[src/rtl/shift_pipe_rr_arbiter_if.sv]
// Handshake bundle between the producers, the shared pipeline and the consumer.
// The arbiter takes the slave view; the environment (producers plus consumer)
// takes the master view.
interface shift_pipe_rr_arbiter_if #(
  parameter int NUM_REQ = 4,
  parameter int WIDTH   = 2
);
  localparam int IDW = (NUM_REQ > 1) ? $clog2(NUM_REQ) : 1;

  logic [NUM_REQ-1:0]       req_valid;
  logic [NUM_REQ*WIDTH-1:0] req_data;
  logic [NUM_REQ-1:0]       req_ready;
  logic                     out_valid;
  logic [WIDTH-1:0]         out_data;
  logic [IDW-1:0]           out_id;
  logic                     out_ready;
  logic                     busy;

  modport master (
    output req_valid, req_data, out_ready,
    input  req_ready, out_valid, out_data, out_id, busy
  );

  modport slave (
    input  req_valid, req_data, out_ready,
    output req_ready, out_valid, out_data, out_id, busy
  );
endinterface

[src/rtl/shift_pipe_rr_arbiter.sv]
// Round-robin arbiter feeding a shared DEPTH-stage shift pipeline.
// Each accepted word carries the id of its requester down the pipe, so the
// consumer can tell who produced it. The whole pipe moves as one unit: it
// advances whenever the last stage is empty or being consumed, and bubbles
// are kept in place rather than squeezed out.
module shift_pipe_rr_arbiter #(
  parameter int NUM_REQ = 4,
  parameter int WIDTH   = 2,
  parameter int DEPTH   = 2,
  localparam int IDW    = (NUM_REQ > 1) ? $clog2(NUM_REQ) : 1
) (
  input logic                    CLK,
  input logic                    ASYNCRESETN,
  shift_pipe_rr_arbiter_if.slave bus
);

  localparam logic [IDW-1:0]     LAST_ID  = IDW'(NUM_REQ - 1);
  localparam logic [NUM_REQ-1:0] ONE_HOT0 = {{(NUM_REQ-1){1'b0}}, 1'b1};

  // Pipeline stages: index 0 is the entry stage, DEPTH-1 drives the outputs.
  logic [DEPTH-1:0] stage_valid;
  logic [WIDTH-1:0] stage_data [DEPTH];
  logic [IDW-1:0]   stage_id   [DEPTH];

  // Round-robin pointer: the requester with the highest priority next.
  logic [IDW-1:0] ptr;
  logic [IDW-1:0] ptr_next;

  logic               advance;
  logic               transfer;
  logic [NUM_REQ-1:0] masked_req;
  logic               found_hi;
  logic               found_lo;
  logic [IDW-1:0]     grant_hi;
  logic [IDW-1:0]     grant_lo;
  logic               grant_found;
  logic [IDW-1:0]     grant;
  logic [WIDTH-1:0]   grant_data;

  // The pipe can move when the last stage is empty or the consumer takes it.
  assign advance = !stage_valid[DEPTH-1] || bus.out_ready;

  // Requesters at or above the pointer take precedence over those below it.
  always_comb begin
    masked_req = '0;
    for (int i = 0; i < NUM_REQ; i++) begin
      masked_req[i] = bus.req_valid[i] && (IDW'(i) >= ptr);
    end
  end

  // Two lowest-index scans: one over the upper (masked) set, one over all.
  always_comb begin
    found_hi = 1'b0;
    found_lo = 1'b0;
    grant_hi = '0;
    grant_lo = '0;
    for (int i = 0; i < NUM_REQ; i++) begin
      if (!found_hi && masked_req[i]) begin
        found_hi = 1'b1;
        grant_hi = IDW'(i);
      end
      if (!found_lo && bus.req_valid[i]) begin
        found_lo = 1'b1;
        grant_lo = IDW'(i);
      end
    end
  end

  assign grant_found = found_hi || found_lo;
  assign grant       = found_hi ? grant_hi : grant_lo;

  // Select the granted requester's data word from the flattened bus.
  always_comb begin
    grant_data = '0;
    for (int i = 0; i < NUM_REQ; i++) begin
      if (grant == IDW'(i)) begin
        grant_data = bus.req_data[i*WIDTH +: WIDTH];
      end
    end
  end

  // Reset is folded in so no requester sees an accept while the block is held
  // in reset, even with its valid raised.
  assign transfer      = advance && grant_found && ASYNCRESETN;
  assign bus.req_ready = transfer ? (ONE_HOT0 << grant) : '0;

  assign ptr_next = (grant == LAST_ID) ? '0 : grant + IDW'(1);

  // Shift the whole pipe one step on each advance; the entry stage takes the
  // granted word or a bubble when nobody is requesting.
  always_ff @(posedge CLK or negedge ASYNCRESETN) begin
    if (!ASYNCRESETN) begin
      stage_valid <= '0;
      for (int i = 0; i < DEPTH; i++) begin
        stage_data[i] <= '0;
        stage_id[i]   <= '0;
      end
    end else if (advance) begin
      stage_valid[0] <= transfer;
      stage_data[0]  <= transfer ? grant_data : '0;
      stage_id[0]    <= transfer ? grant : '0;
      for (int i = 1; i < DEPTH; i++) begin
        stage_valid[i] <= stage_valid[i-1];
        stage_data[i]  <= stage_data[i-1];
        stage_id[i]    <= stage_id[i-1];
      end
    end
  end

  // Move priority to just past the winner; idle cycles leave it alone.
  always_ff @(posedge CLK or negedge ASYNCRESETN) begin
    if (!ASYNCRESETN) begin
      ptr <= '0;
    end else if (transfer) begin
      ptr <= ptr_next;
    end
  end

  assign bus.out_valid = stage_valid[DEPTH-1];
  assign bus.out_data  = stage_data[DEPTH-1];
  assign bus.out_id    = stage_id[DEPTH-1];
  assign bus.busy      = |stage_valid;

endmodule

[src/flat_wrapper.sv]
// flat-port wrapper written by rule: the top's interface ports become plain ports
module shift_pipe_rr_arbiter_flat 
#(
  parameter int NUM_REQ = 4,
  parameter int WIDTH   = 2,
  parameter int DEPTH   = 2,
  localparam int IDW    = (NUM_REQ > 1) ? $clog2(NUM_REQ) : 1
)
  (CLK, ASYNCRESETN, bus_req_valid, bus_req_data, bus_out_ready, bus_req_ready, bus_out_valid, bus_out_data, bus_out_id, bus_busy);
  shift_pipe_rr_arbiter_if #(.NUM_REQ(NUM_REQ), .WIDTH(WIDTH)) bus_i ();
  input logic CLK;
  input logic ASYNCRESETN;
  input wire logic [$bits(bus_i.req_valid)-1:0] bus_req_valid;
  input wire logic [$bits(bus_i.req_data)-1:0] bus_req_data;
  input wire logic [$bits(bus_i.out_ready)-1:0] bus_out_ready;
  output wire logic [$bits(bus_i.req_ready)-1:0] bus_req_ready;
  output wire logic [$bits(bus_i.out_valid)-1:0] bus_out_valid;
  output wire logic [$bits(bus_i.out_data)-1:0] bus_out_data;
  output wire logic [$bits(bus_i.out_id)-1:0] bus_out_id;
  output wire logic [$bits(bus_i.busy)-1:0] bus_busy;
  assign bus_i.req_valid = bus_req_valid;
  assign bus_i.req_data = bus_req_data;
  assign bus_i.out_ready = bus_out_ready;
  assign bus_req_ready = bus_i.req_ready;
  assign bus_out_valid = bus_i.out_valid;
  assign bus_out_data = bus_i.out_data;
  assign bus_out_id = bus_i.out_id;
  assign bus_busy = bus_i.busy;
  shift_pipe_rr_arbiter #(.NUM_REQ(NUM_REQ), .WIDTH(WIDTH), .DEPTH(DEPTH)) u_core (.CLK(CLK), .ASYNCRESETN(ASYNCRESETN), .bus(bus_i));
endmodule
[config.mk]
export PLATFORM = sky130hd
export DESIGN_NAME = shift_pipe_rr_arbiter_flat
export DESIGN_NICKNAME = d
export VERILOG_FILES = /design/src/rtl/shift_pipe_rr_arbiter_if.sv /design/src/rtl/shift_pipe_rr_arbiter.sv /design/src/flat_wrapper.sv
export SDC_FILE = /design/constraint.sdc
export NUM_CORES = 1
export LEC_CHECK = 0
export CAP_MARGIN = 25
export CORE_MARGIN = 2
export CORE_UTILIZATION = 39
export DETAILED_ROUTE_END_ITERATION = 8
export PLACE_DENSITY_LB_ADDON = 0.05
export SYNTH_ARGS = -nofsm -noshare
export SYNTH_HDL_FRONTEND = slang
export SYNTH_SLANG_ARGS = --single-unit
[constraint.sdc]
create_clock -name CLK -period 2.2 [get_ports CLK]
set_input_delay 0.66 -clock CLK [delete_from_list [all_inputs] [get_ports CLK]]
set_output_delay 0.66 -clock CLK [all_outputs]
set_load 0.1 [all_outputs]
* Word level (Yosys, flattened, before mapping)
Index checks and enable logic that the tools add are counted.
Operators by class: order comparisons 4, add/subtract/negate cells 1, eq/ne operators 3, shift-type cells 1, bitwise operators 0, $mul 0, reduce and logical (&&, ||, !) cells 23, muxes and demuxes 23, div/mod/pow operators 0
Operators by type and width (number):
- $mux W2 | 12
- $logic_and A1 B1 Y1 | 12
- $mux W1 | 10
- $logic_not A1 Y1 | 7
- $eq A2 B2 Y1 const B | 2
- $ge A1 B2 Y1 const A | 2
- $ge A2 B2 Y1 const A | 2
- $mux W4 | 1
- $shl A1 B2 Y4 const A | 1
- $add A2 B1 Y2 const B | 1
- $eq A2 B1 Y1 const B | 1
- $logic_not A2 Y1 | 1
- $logic_or A1 B1 Y1 | 2
- $reduce_or A2 Y1 | 1
Storage, ports and cells: word-level logic and storage cells 61, latch bits 0, memories kept 0, memory bits (read-only) 0, input bits 15, bits in registers 12, memory bits (writable) 0

* Depth between registers and ports, before layout
Gate-level depths: netlist of the first run.
depth after elaboration 19, gate-level depth with buffers 9, mapped depth without buffers 9

* Worst setup path after synthesis of the first run
Ideal clock, no wire load.
kind in2out, start in bus_req_valid[2], end out bus_req_ready[1], data required time 1.540 ns, setup slack -0.704 ns, data arrival time 2.244 ns, cell stages on the path 6, path through nor2b_1 -> a21boi_1 -> o32a_1 -> inv_1 -> ha_1 -> and2_1
Between the ends: longest elaborated chain between the ends 10
RTL lines:
- start, declared | line flat_wrapper.sv:13 | input wire logic [$bits(bus_i.req_valid)-1:0] bus_req_valid;
- $logic_and A1 B1 Y1 | line shift_pipe_rr_arbiter.sv:47 | masked_req[i] = bus.req_valid[i] && (IDW'(i) >= ptr);
- $logic_and A1 B1 Y1 | line shift_pipe_rr_arbiter.sv:58 | if (!found_hi && masked_req[i]) begin
- $mux W1 | line shift_pipe_rr_arbiter.sv:58
- $logic_not A1 Y1 | line shift_pipe_rr_arbiter.sv:58
- $logic_and A1 B1 Y1 | line shift_pipe_rr_arbiter.sv:58
- $mux W1 | line shift_pipe_rr_arbiter.sv:58
- $logic_or A1 B1 Y1 | line shift_pipe_rr_arbiter.sv:69 | assign grant_found = found_hi || found_lo;
- $logic_and A1 B1 Y1 (2 in series) | line shift_pipe_rr_arbiter.sv:84 | assign transfer = advance && grant_found && ASYNCRESETN;
- $mux W4 (*) | line shift_pipe_rr_arbiter.sv:85 | assign bus.req_ready = transfer ? (ONE_HOT0 << grant) : '0;
- end, declared | line flat_wrapper.sv:16 | output wire logic [$bits(bus_i.req_ready)-1:0] bus_req_ready;
Mark *: on every way between the ends. The rest lies on a longest branch, timed or not.

* Worst setup path in the final report of the first run
Same ends and word-level chain as after synthesis.

==> flow_summary.json, run 1 <==
{
  "status": "finished with violations",
  "violations": "setup timing",
  "syn-cell-area_um2": 708,
  "grtUsageTotal_pct": 16.2,
  "syn_nets": 87,
  "drv_slew": 0,
  "slew_headroom_pct": 82.3,
  "min_period_over_period_pct": 118,
  "die_h_um": 46.6,
  "synth.distinct_cells": 25,
  "grtUsageMet1_pct": 17.7,
  "max_freq_ghz": 0.384,
  "ys_warn_count": 0,
  "dpl.cell_count": 125,
  "end_kind": "output pin",
  "top_usage_layer": "met2",
  "fp-row-count": 15,
  "worst_slack_ns": -0.403,
  "cts.sinks": 12,
  "final_cell_mix": "buf_4, dfrtp_1, clkdlybuf4s50_1",
  "grt-ovfl-total": 0,
  "worstPathArrival_ns": 1.94,
  "fin_crit_ns": 2.60,
  "cts_buffers": 3,
  "vias": 632,
  "async_flop_share_pct": 100,
  "drc_errors": 0,
  "hpwlAfterDp_mm": 1.23,
  "crit_type": "in2out",
  "maxCapViolCount": 0,
  "cellPowerDensity_nw_per_um2": 1160,
  "clk_latency_ns": 0.26,
  "yosysSeqAreaShare_pct": 42.4,
  "cts.path.max_buffers": 2,
  "rr_worst_depth": 8,
  "nNetsFinal": 126,
  "initial_core_util_pct": 41.5,
  "critPathLaunchType": "input port",
  "cts_tree": "yes",
  "syn2layout_area_growth_pct": 69.3,
  "wl_per_cell_um": 11.4,
  "io_buffers": 24,
  "hold-path-cell-count": 2,
  "synth_edf_count": 0,
  "ys_ff_latch": 12,
  "drtPass1Iterations": 3,
  "mostFrequentLayoutCell": "buf_4",
  "synth_top_flop_cell": "dfrtp_1",
  "skew_ns": 0.00420,
  "crit_required_ns": 1.54,
  "worstMarginPinSlew_ns": 0.263,
  "ctsHoldBuffers": 0,
  "wl_mm": 1.50,
  "synthCells": 68,
  "p_leak_nw": 0.542,
  "drt-initial-drc-count": 6,
  "fin_cells": 131,
  "path_max_fanout": 4,
  "core_um2": 1710,
  "grt_util_met2_pct": 28.1,
  "dieWidth_um": 46.6,
  "hp-class": "reg2reg",
  "cts.reportedPaths.clkPinSlew_ns": 0.07,
  "grt_pass1_vias": 573,
  "syn_area_per_cell_um2": 10.4,
  "antenna_cells": 0,
  "hold_viol": 0,
  "antenna_found_initial": 0,
  "finalSetupViolations": 4,
  "use_met3_pct": 2.35,
  "htreeDepth": 1,
  "root_buffer": "clkbuf_4",
  "ant_nets": 0,
  "grt_max_degree": 13,
  "p_total_w": 0.00139,
  "gp_congestion": 0.849,
  "io_pins": 25,
  "hold_slack_ns": 0.482,
  "avgViaCountPerCell": 4.82,
  "rsz0062_at_grt": "true",
  "ir_worst_vdd_v": 0.000644,
  "drive_above_1_share_pct": 53.8,
  "grt_first_pass_wirelength_mm": 2.37,
  "dieArea_um2": 2170
}
registers in the layout, indices dropped and copies added, names as in the netlist:
| signal | flops |
|---|---|
| u_core.bus.out_data | 2 |
| u_core.bus.out_id | 2 |
| u_core.ptr | 2 |
| u_core.stage_data | 2 |
| u_core.stage_id | 2 |
| u_core.stage_valid | 2 |
metal layers:
metal,vias to the layer above,part of all wire [%]
met5,-,0
met1,291,42
li1,318,-
met2,19,50
met3,4,4.9
met4,0,2.8
area by class of cell:
| class | instances | area (um^2) |
|---|---|---|
| Fill cell | 132 | 509 |
| Multi-Input combinational cell | 49 | 452 |
| Timing Repair Buffer | 39 | 380 |
| Sequential cell | 12 | 302 |
| Tap cell | 25 | 31.3 |
| Clock buffer | 4 | 26.3 |
| Inverter | 2 | 7.51 |
kinds of logic after synthesis:
logic type               after synthesis  share of synthesized area (%)
AO/OA/AOI/OAI                         15                           14.3
adder cells (fa/ha/maj)                4                           7.07
buffers and inverters                  7                           6.01
flip-flops                            12                           42.4
multiplexers                           5                           7.95
AND/OR/NAND/NOR                       25                           22.3
final timing paths:
path                                                startpoint                                 to  slack [ns]
worst max-delay path                          bus_req_valid[2]                   bus_req_ready[1]       -0.40
worst min-delay path            u_core.stage_id[2]$_DFFE_PN0N_     u_core.stage_id[2]$_DFFE_PN0N_        0.48
worst max register to register       u_core.ptr[0]$_DFFE_PN0P_   u_core.stage_data[3]$_DFFE_PN0N_        0.18
worst min register to register  u_core.stage_id[2]$_DFFE_PN0N_     u_core.stage_id[2]$_DFFE_PN0N_        0.48
max in group asynchronous                          ASYNCRESETN  u_core.stage_valid[1]$_DFFE_PN0N_        1.31
min in group asynchronous                          ASYNCRESETN  u_core.stage_valid[0]$_DFFE_PN0N_        0.73
critical path, stage by stage:
cell and delay [ns]:
buf_6 0.09, nor2b_4 0.12, a21boi_1 0.12, o32a_1 0.38, inv_2 0.13, ha_4 0.13, and2_4 0.14, buf_12 0.16
per-stage QoR:
step / cell area (um^2) / setup TNS (ns) / utilization (%) / worst slack, ns
floorplan: 743 / -0.813 / - / -0.263
global placement: 1110 / -4.46 / 65.3 / -0.731
detailed placement: 1110 / -4.70 / 65.3 / -0.775
CTS: 1190 / -1.84 / 69.7 / -0.464
global route: 1200 / -2.02 / 70.2 / -0.459
finish: 1200 / -1.55 / 70.2 / -0.403
repair_timing:
action                                 in CTS  in global routing
buffers inserted                            2                  0
pin swaps                                   3                  3
setup endpoints to repair                   6                  6
endpoints found under the hold margin       0                  0
gates resized for setup                    20                  4
power breakdown:
group | internal (W) | leakage (nW) | switching, W | total (W)
Sequential | 0.000292 | 0.151 | 0.0000478 | 0.000339
Combinational | 0.000358 | 0.376 | 0.000552 | 0.000910
Clock | 0.0000701 | 0.0150 | 0.0000660 | 0.000136
synthesized netlist by cell type, types with 2 or more instances:
cell type / instances / area [um^2]
a21oi_1: 4 / 20.0
ha_1: 4 / 50.1
nor2b_1: 7 / 43.8
dfrtp_1: 12 / 300
and2_1: 4 / 25.0
nand2_1: 5 / 18.8
o21ai_0: 3 / 15.0
o41ai_1: 2 / 17.5
inv_1: 2 / 7.51
buf_4: 4 / 30.0
nor3b_1: 2 / 15.0
mux2_2: 5 / 56.3
or2_2: 2 / 12.5
(Power assumes the default switching activity.)
==> run 2, diff against run 1 <==
CTS_CLUSTER_SIZE = 40   (was unset)
==> results of run 2 <==
Same layout as run 1: the final DEF is identical, and so are final timing and power.
